[src/rtl/fetch_stage_pkg.sv]
// Shared types for the instruction fetch stage: fetch state, fetch->decode payload, PC defaults.
package fetch_stage_pkg;

    typedef enum logic {
        REQ  = 1'b0,
        HOLD = 1'b1
    } fetch_state_t;

    typedef struct packed {
        logic [63:0] pc;
        logic [31:0] raw_instr;
    } fetch_data_t;

    localparam logic [63:0] FETCH_PC_RESET = 64'h8000_0000;
    localparam logic [63:0] FETCH_PC_STEP  = 64'd4;

endpackage

[src/rtl/fetch_stage_skid_buf.sv]
// One-entry skid buffer between the instruction bus and the fetch->decode register.
// Only built when FETCH_SKID_EN is defined; the caller guarantees a free slot before pushing.
`ifdef FETCH_SKID_EN
module fetch_skid_buf
    import fetch_stage_pkg::*;
(
    input  logic        clk,
    input  logic        reset,
    input  logic        flush,
    input  logic        in_valid,
    input  fetch_data_t in_data,
    output logic        out_valid,
    input  logic        out_ready,
    output fetch_data_t out_data
);

    logic accept;

    // A pop and a push in the same cycle leave the entry full with the new word.
    assign accept = in_valid && (!out_valid || out_ready);

    always_ff @(posedge clk or posedge reset) begin
        if (reset) begin
            out_valid <= 1'b0;
        end else if (flush) begin
            out_valid <= 1'b0;
        end else if (accept) begin
            out_valid <= 1'b1;
        end else if (out_ready) begin
            out_valid <= 1'b0;
        end
    end

    always_ff @(posedge clk) begin
        if (accept) begin
            out_data <= in_data;
        end
    end

endmodule
`endif

[src/rtl/fetch_stage.sv]
// Instruction fetch stage: owns the PC, keeps one bus request in flight, feeds decode via valid/ready.
// Optional feature: define FETCH_SKID_EN for a one-entry skid buffer that hides one decode stall.
module fetch_stage
    import fetch_stage_pkg::*;
#(
    parameter logic [63:0] PC_RESET = FETCH_PC_RESET,
    parameter logic [63:0] PC_STEP  = FETCH_PC_STEP
) (
    input  logic        clk,
    input  logic        reset,
    output logic        ireq_valid,
    output logic [63:0] ireq_addr,
    input  logic        iresp_data_ok,
    input  logic [31:0] iresp_data,
    input  logic        redir_valid,
    input  logic [63:0] redir_pc,
    output logic        out_valid,
    input  logic        out_ready,
    output logic [63:0] out_pc,
    output logic [31:0] out_instr
);

    fetch_state_t state, state_nx;
    logic [63:0]  fetch_pc, fetch_pc_nx;
    logic [63:0]  pending_pc, pending_pc_nx;
    logic         drop, drop_nx;
    logic         out_valid_nx;
    fetch_data_t  out_data, out_data_nx;
    fetch_data_t  resp_word;
    logic         out_fire;

`ifdef FETCH_SKID_EN
    logic         skid_valid;
    fetch_data_t  skid_data;
    logic         skid_push;
    logic         skid_pop;
    logic         skid_after;
    logic         take_word;
    logic         word_to_out;

    fetch_skid_buf u_skid (
        .clk       (clk),
        .reset     (reset),
        .flush     (redir_valid),
        .in_valid  (skid_push),
        .in_data   (resp_word),
        .out_valid (skid_valid),
        .out_ready (skid_pop),
        .out_data  (skid_data)
    );
`endif

    // In REQ the request stays up with a fixed address until data_ok, even across a redirect.
    assign ireq_valid = (state == REQ);
    assign ireq_addr  = fetch_pc;
    assign resp_word  = {fetch_pc, iresp_data};
    assign out_fire   = out_valid && out_ready;
    assign out_pc     = out_data.pc;
    assign out_instr  = out_data.raw_instr;

    always_comb begin
        state_nx      = state;
        fetch_pc_nx   = fetch_pc;
        pending_pc_nx = pending_pc;
        drop_nx       = drop;
        out_valid_nx  = out_valid;
        out_data_nx   = out_data;
`ifdef FETCH_SKID_EN
        skid_push     = 1'b0;
        skid_pop      = 1'b0;
        skid_after    = 1'b0;
        take_word     = 1'b0;
        word_to_out   = 1'b0;
`endif
        if (redir_valid) begin
            out_valid_nx = 1'b0;
            if (state == REQ && !iresp_data_ok) begin
                // Request cannot be withdrawn: remember the target and discard its response.
                pending_pc_nx = redir_pc;
                drop_nx       = 1'b1;
            end else begin
                fetch_pc_nx = redir_pc;
                drop_nx     = 1'b0;
                state_nx    = REQ;
            end
        end else if (state == REQ && iresp_data_ok && drop) begin
            fetch_pc_nx = pending_pc;
            drop_nx     = 1'b0;
        end else begin
`ifdef FETCH_SKID_EN
            take_word = (state == REQ) && iresp_data_ok;
            if (take_word) begin
                fetch_pc_nx = fetch_pc + PC_STEP;
            end
            if (!out_valid || out_fire) begin
                if (skid_valid) begin
                    out_valid_nx = 1'b1;
                    out_data_nx  = skid_data;
                    skid_pop     = 1'b1;
                end else if (take_word) begin
                    out_valid_nx = 1'b1;
                    out_data_nx  = resp_word;
                    word_to_out  = 1'b1;
                end else begin
                    out_valid_nx = 1'b0;
                end
            end
            skid_push  = take_word && !word_to_out;
            skid_after = skid_push || (skid_valid && !skid_pop);
            // Only issue another request when its response is guaranteed a free slot.
            if (state == HOLD || take_word) begin
                state_nx = (out_valid_nx && skid_after) ? HOLD : REQ;
            end
`else
            if (state == REQ) begin
                if (iresp_data_ok) begin
                    out_valid_nx = 1'b1;
                    out_data_nx  = resp_word;
                    state_nx     = HOLD;
                end
            end else if (out_fire) begin
                fetch_pc_nx  = fetch_pc + PC_STEP;
                out_valid_nx = 1'b0;
                state_nx     = REQ;
            end
`endif
        end
    end

    always_ff @(posedge clk or posedge reset) begin
        if (reset) begin
            state     <= REQ;
            fetch_pc  <= PC_RESET;
            drop      <= 1'b0;
            out_valid <= 1'b0;
            out_data  <= '0;
        end else begin
            state     <= state_nx;
            fetch_pc  <= fetch_pc_nx;
            drop      <= drop_nx;
            out_valid <= out_valid_nx;
            out_data  <= out_data_nx;
        end
    end

    // Only meaningful while drop is set, so it carries no reset.
    always_ff @(posedge clk) begin
        pending_pc <= pending_pc_nx;
    end

endmodule

[config.mk]
export PLATFORM = sky130hd
export DESIGN_NAME = fetch_stage
export DESIGN_NICKNAME = d
export VERILOG_FILES = /design/src/rtl/fetch_stage_pkg.sv /design/src/rtl/fetch_stage_skid_buf.sv /design/src/rtl/fetch_stage.sv
export SDC_FILE = /design/constraint.sdc
export NUM_CORES = 1
export LEC_CHECK = 0
export BUFFER_PORTS_ARGS = -buffer_cell sky130_fd_sc_hd__buf_2
export CELL_PAD_IN_SITES_DETAIL_PLACEMENT = 1
export CELL_PAD_IN_SITES_GLOBAL_PLACEMENT = 1
export CORE_MARGIN = 4
export CORE_UTILIZATION = 30
export DETAILED_ROUTE_END_ITERATION = 6
export PLACE_DENSITY = 0.63
export SYNTH_ARGS = -nofsm -noshare
export SYNTH_HDL_FRONTEND = slang
export SYNTH_SLANG_ARGS = --single-unit
[constraint.sdc]
create_clock -name clk -period 8.34 [get_ports clk]
set_clock_uncertainty 0.05 [all_clocks]
set_input_delay 2.085 -clock clk [delete_from_list [all_inputs] [get_ports clk]]
set_output_delay 2.085 -clock clk [all_outputs]
set_load 0.01 [all_outputs]
* After elaboration in Yosys (flattened, before gate mapping)
Index checks and enable logic that the tools add are counted.
** Storage, ports and cells
- Register bits :: 227
- Bits in latches :: 0
- RAM bits :: 0
- Memory bits (read-only) :: 0
- Input port bits :: 101
- Logic and storage cells :: 47
- Memories :: 0
** Cells by class
- Add/sub/neg operators :: 1
- Multiply operators :: 0
- Divide/modulo/power cells :: 0
- Magnitude comparators :: 0
- Eq/ne operators :: 3
- Shift-type cells :: 0
- Muxes and demuxes :: 19
- Bitwise operators :: 3
- Reduce and logical (&&, ||, !) cells :: 14
** Operator list (count)
- $mux 64 :: 5
- $add 64x3->64 const B :: 1
- $mux 1 :: 14
- $reduce_bool 3->1 :: 3
- $reduce_and 3->1 :: 2
- $logic_and 1x1->1 :: 4
- $ne 2x2->1 const B :: 2
- $reduce_and 2->1 :: 2
- $reduce_and 4->1 :: 1
- $ne 3x2->1 const B :: 1
- $not 1->1 :: 3
- $reduce_bool 2->1 :: 1
- $logic_not 1->1 :: 1

* Longest topological paths before layout
- Word-level depth :: 5
- Depth in mapped cells :: 9
- Gate-level depth less buffers :: 6

* Worst setup path before layout
No wires, ideal clock.
- Path kind :: input to register
- Start point :: in redir_valid
- End point :: reg pending_pc[0] (enable)
- Library setup time :: 0.430 ns
- Data arrival time :: 4.377 ns
- Data required time :: 7.860 ns
- Slack :: 3.483 ns
- Stages on the path :: 4
- Path buffers :: 3
- Cell sequence :: buf_2 buf_1 clkbuf_1 and2_1
** On the way
- Word-level cells in the longest chain between the ends :: 1
** RTL lines
- start, declared :: RTL line fetch_stage.sv:15 : input logic redir_valid,
- $reduce_and 2->1 (no line)
- end signal, assigned :: RTL line fetch_stage.sv:148 : pending_pc <= pending_pc_nx;
- end, declared :: RTL line fetch_stage.sv:25 : logic [63:0] pending_pc, pending_pc_nx;
No other way between the ends.
A chain may end at the register's enable or synchronous reset.

* Final worst setup path
- Start point :: in redir_valid
- End point :: reg out_data (netlist bit out_instr[22])
** On the way
- Word-level cells in the longest chain between the ends :: 2
** RTL lines
- $not 1->1 (no line)
- $reduce_and 4->1 (no line)
- end signal, assigned :: RTL line fetch_stage.sv:142 : out_data <= out_data_nx;
- end, declared :: RTL line fetch_stage.sv:28 : fetch_data_t out_data, out_data_nx;
No other way between the ends.

==> flow_summary.json <==
{
  "final_net_count": 1247,
  "setup_violations": 0,
  "critical_path_required_ns": 8.70,
  "period_share": 0.513,
  "cts_buffers": 27,
  "worst_path_max_delay_cell": "buf_4",
  "met2WireLength_um": 16800,
  "grt.overflow.total": 0,
  "clock_tree.buffer_depth": 3,
  "classification_of_the_worst_setup_path": "primary input to flip-flop",
  "drc": 0,
  "dr_total_vias": 8824,
  "drv.max_cap_violation_count": 0,
  "syn2layout_area_growth_pct": 24.8,
  "start_util": 0.303,
  "floorplan.die.width_um": 197,
  "rsz0062_at_grt": "false",
  "timing.final.crit_period_ns": 4.28,
  "report.final.slew_viol_count": 0,
  "reg2reg_setup_slack_ns": 5.42,
  "critical-path-max-stage-delay_ns": 0.69,
  "ys_async_sr_fraction": 0.718,
  "grt_util_all_layers": 0.177,
  "timing.critical_path.cells": "buf_2 > buf_4 > nor2_4 > and3_4 > buf_4 > mux2_2",
  "drt-pass1-iter-count": 6,
  "power_density_mw_per_mm2": 288,
  "rr_startpoint": "state",
  "min_path_type": "flip-flop to flip-flop",
  "antennaDiodeCount": 0,
  "fin_tns_setup_ns": 0,
  "worstRegToRegCells": 5,
  "floorplan.rows": 69,
  "grt_start_max_net_pins": 108,
  "synth_cells": 912,
  "syn_area_mm2": 0.0107,
  "synth-warning-count": 0,
  "grt_first_pass_wirelength_um": 55300,
  "cts_resized": 0,
  "yosysSeqAreaShare": 0.559,
  "tritoncts_clock_tree": "done",
  "route.final.wire_length_um": 35600,
  "synthesized_area_per_cell_um2": 11.8,
  "antenna_found_initial": 0,
  "core-area_mm2": 0.0354,
  "globalplace.congestion": 0.769,
  "synth.ff_latch_count": 227,
  "arrival_ns": 4.64,
  "worst-slew-pin-transition_ns": 1.03,
  "syn-num-nets": 1014,
  "timing.slew.headroom": 0.300,
  "end_kind": "flip-flop",
  "die_h_um": 197,
  "holdPathEnd": "out_pc[58]",
  "routed_length_per_placed_instance_um": 21.9,
  "worstPathMaxFanout": 62,
  "p_leak_nw": 5.48,
  "port_buffers": 262,
  "post-place-ws_ns": 3.47,
  "achievable-frequency_ghz": 0.234,
  "grt_pass1_vias": 9102,
  "timing.critical_path.mode_cell": "buf_4",
  "cts.reportedPaths.clkPinSlew_ns": 0.06,
  "highest_layer": "met4",
  "wl_met3_um": 2170,
  "postCtsHoldBufs": 0,
  "detailedPlacementHpwl_um": 24700,
  "crit_path_start_kind": "primary input",
  "m1WireLength_um": 16000,
  "clock_latency_ns": 0.54,
  "via_per_inst": 5.43,
  "run_status": "finished clean",
  "die-area_mm2": 0.0389,
  "finalHoldViolations": 0,
  "floorplan.io_pins": 263,
  "holdPathStages": 1,
  "numClockSinks": 227,
  "r2r_end": "out_instr[22]",
  "ant_nets": 0,
  "share_of_final_layout_standard_cells_stronger_than_drive_strength_1": 0.385,
  "first_iter_violations": 507,
  "postCtsSetupBuffers": 0,
  "peakVddDrop_uv": 163,
  "hold_start": "out_pc[58]",
  "synth_flop_cell": "dfrtp_1",
  "synth-edff-count": 64,
  "yosysUniqueCellTypes": 71,
  "ctsRootBufferMaster": "clkbuf_16",
  "fin_ws_ns": 4.06,
  "h_tree_levels": 1
}
==> power by group <==
part / total (mW) / internal [mW] / switching, mW / leakage [nW]
registers: 1.71 / 1.41 / 0.302 / 2.52
logic: 0.921 / 0.426 / 0.495 / 2.51
clock network: 1.23 / 0.748 / 0.479 / 0.456
==> worst max-delay path: cells and delay by family <==
family	cells	cell delay, ns
buffers and inverters	3	1.29
and+or+nand+nor	2	0.80
muxes	1	0.41
==> how the worst max path moves through the flow <==
| stage | cells past startpoint | endpoint | slack [ns] | from |
|---|---|---|---|---|
| after global placement | 6 | out_instr[13] | 3.52 | redir_valid |
| after floorplan | 1 | drop | 1.80 | reset |
| after CTS | 6 | out_instr[7] | 4.04 | redir_valid |
| after detailed placement | 6 | out_instr[13] | 3.47 | redir_valid |
| final | 6 | out_instr[22] | 4.06 | redir_valid |
| after global routing | 6 | out_instr[6] | 3.92 | redir_valid |
==> cell usage after synthesis (3+ instances only) <==
cell type	instances	area [um2]
dfrtp_1	162	4050
mux2_2	98	1100
edfxtp_1	64	1920
nand2_1	53	199
o21ai_0	42	210
nor2_1	41	154
clkbuf_1	39	146
a22oi_1	37	278
nand3_1	35	175
nand4_1	32	200
a21oi_1	30	150
buf_2	20	100
nor3_1	20	100
a22o_1	19	166
o211ai_1	18	135
nor4_1	17	106
inv_1	15	56.3
and3_1	11	68.8
a31oi_1	10	62.6
o31a_1	10	87.6
buf_1	8	30.0
a222oi_1	7	70.1
or4_1	7	52.6
a221oi_1	6	52.6
and2_1	6	37.5
and4_1	6	52.6
mux2i_1	5	50.1
nor4_2	5	62.6
o22ai_1	5	31.3
o2bb2ai_1	5	43.8
or3_1	5	31.3
nand3_2	4	40.0
nand4_2	4	50.1
nor4_4	4	85.1
a211o_1	3	26.3
a311o_1	3	30.0
nand4_4	3	63.8
nor3b_1	3	22.5
o311ai_0	3	26.3
o41ai_1	3	26.3
or2_2	3	18.8
==> per-layer routing <==
layer / global-route usage / up-vias
li1: - / 4022
met1: 0.250 / 4490
met2: 0.290 / 270
met3: 0.0297 / 42
met4: 0.0388 / 0
met5: 0 / -
==> state kept, by name, summed over array words and instances (netlist names) <==
| register | flops |
|---|---|
| out_valid | 1 |
| ireq_addr | 64 |
| out_instr | 32 |
| drop | 1 |
| pending_pc | 64 |
| state | 1 |
| out_pc | 64 |
==> area by class of cell <==
class / instances / area [um2]
clock buffers: 41 / 831
clock inverters: 8 / 100
flip-flops and latches: 227 / 6000
fillers: 3909 / 22000
well taps: 461 / 577
inverters: 15 / 63.8
repair buffers: 273 / 1390
multi-input cells: 601 / 4430
==> cells by family after synthesis <==
logic type / synth area share
adders and majority gates: 0.00117
muxes: 0.107
and+or+nand+nor: 0.153
buffers and inverters: 0.0324
AOI/OAI and AO/OA: 0.147
DFF: 0.559
==> metrics by stage <==
step	utilization	hold WS, ns	instances	instance area (um2)	power (mW)
5_1_grt	0.378	0.467	1626	13400	4.08
4_1_cts	0.378	0.453	1626	13400	3.92
3_3_place_gp	0.352	0.434	1577	12500	2.64
2_1_floorplan	-	0.460	912	10700	2.18
3_5_place_dp	0.352	0.440	1577	12500	2.67
6_report	0.378	0.450	1626	13400	3.86
==> cell usage in the layout, fill, tap and decap left out, types with 7 or more instances in the layout <==
| cell type | count |
|---|---|
| a31oi_1 | 10 |
| inv_1 | 14 |
| buf_4 | 11 |
| nand4_1 | 32 |
| a22o_1 | 19 |
| nand2_1 | 53 |
| nand3_1 | 35 |
| clkbuf_16 | 29 |
| nor3_1 | 20 |
| nor4_1 | 17 |
| edfxtp_1 | 64 |
| mux2_2 | 97 |
| o21ai_0 | 42 |
| a22oi_1 | 37 |
| nor2_1 | 40 |
| a222oi_1 | 7 |
| o31a_1 | 10 |
| dfrtp_1 | 162 |
| and3_1 | 10 |
| a21oi_1 | 30 |
| o211ai_1 | 18 |
| buf_2 | 262 |
| or4_1 | 7 |
Note: power is estimated with default switching activity, not from simulation.
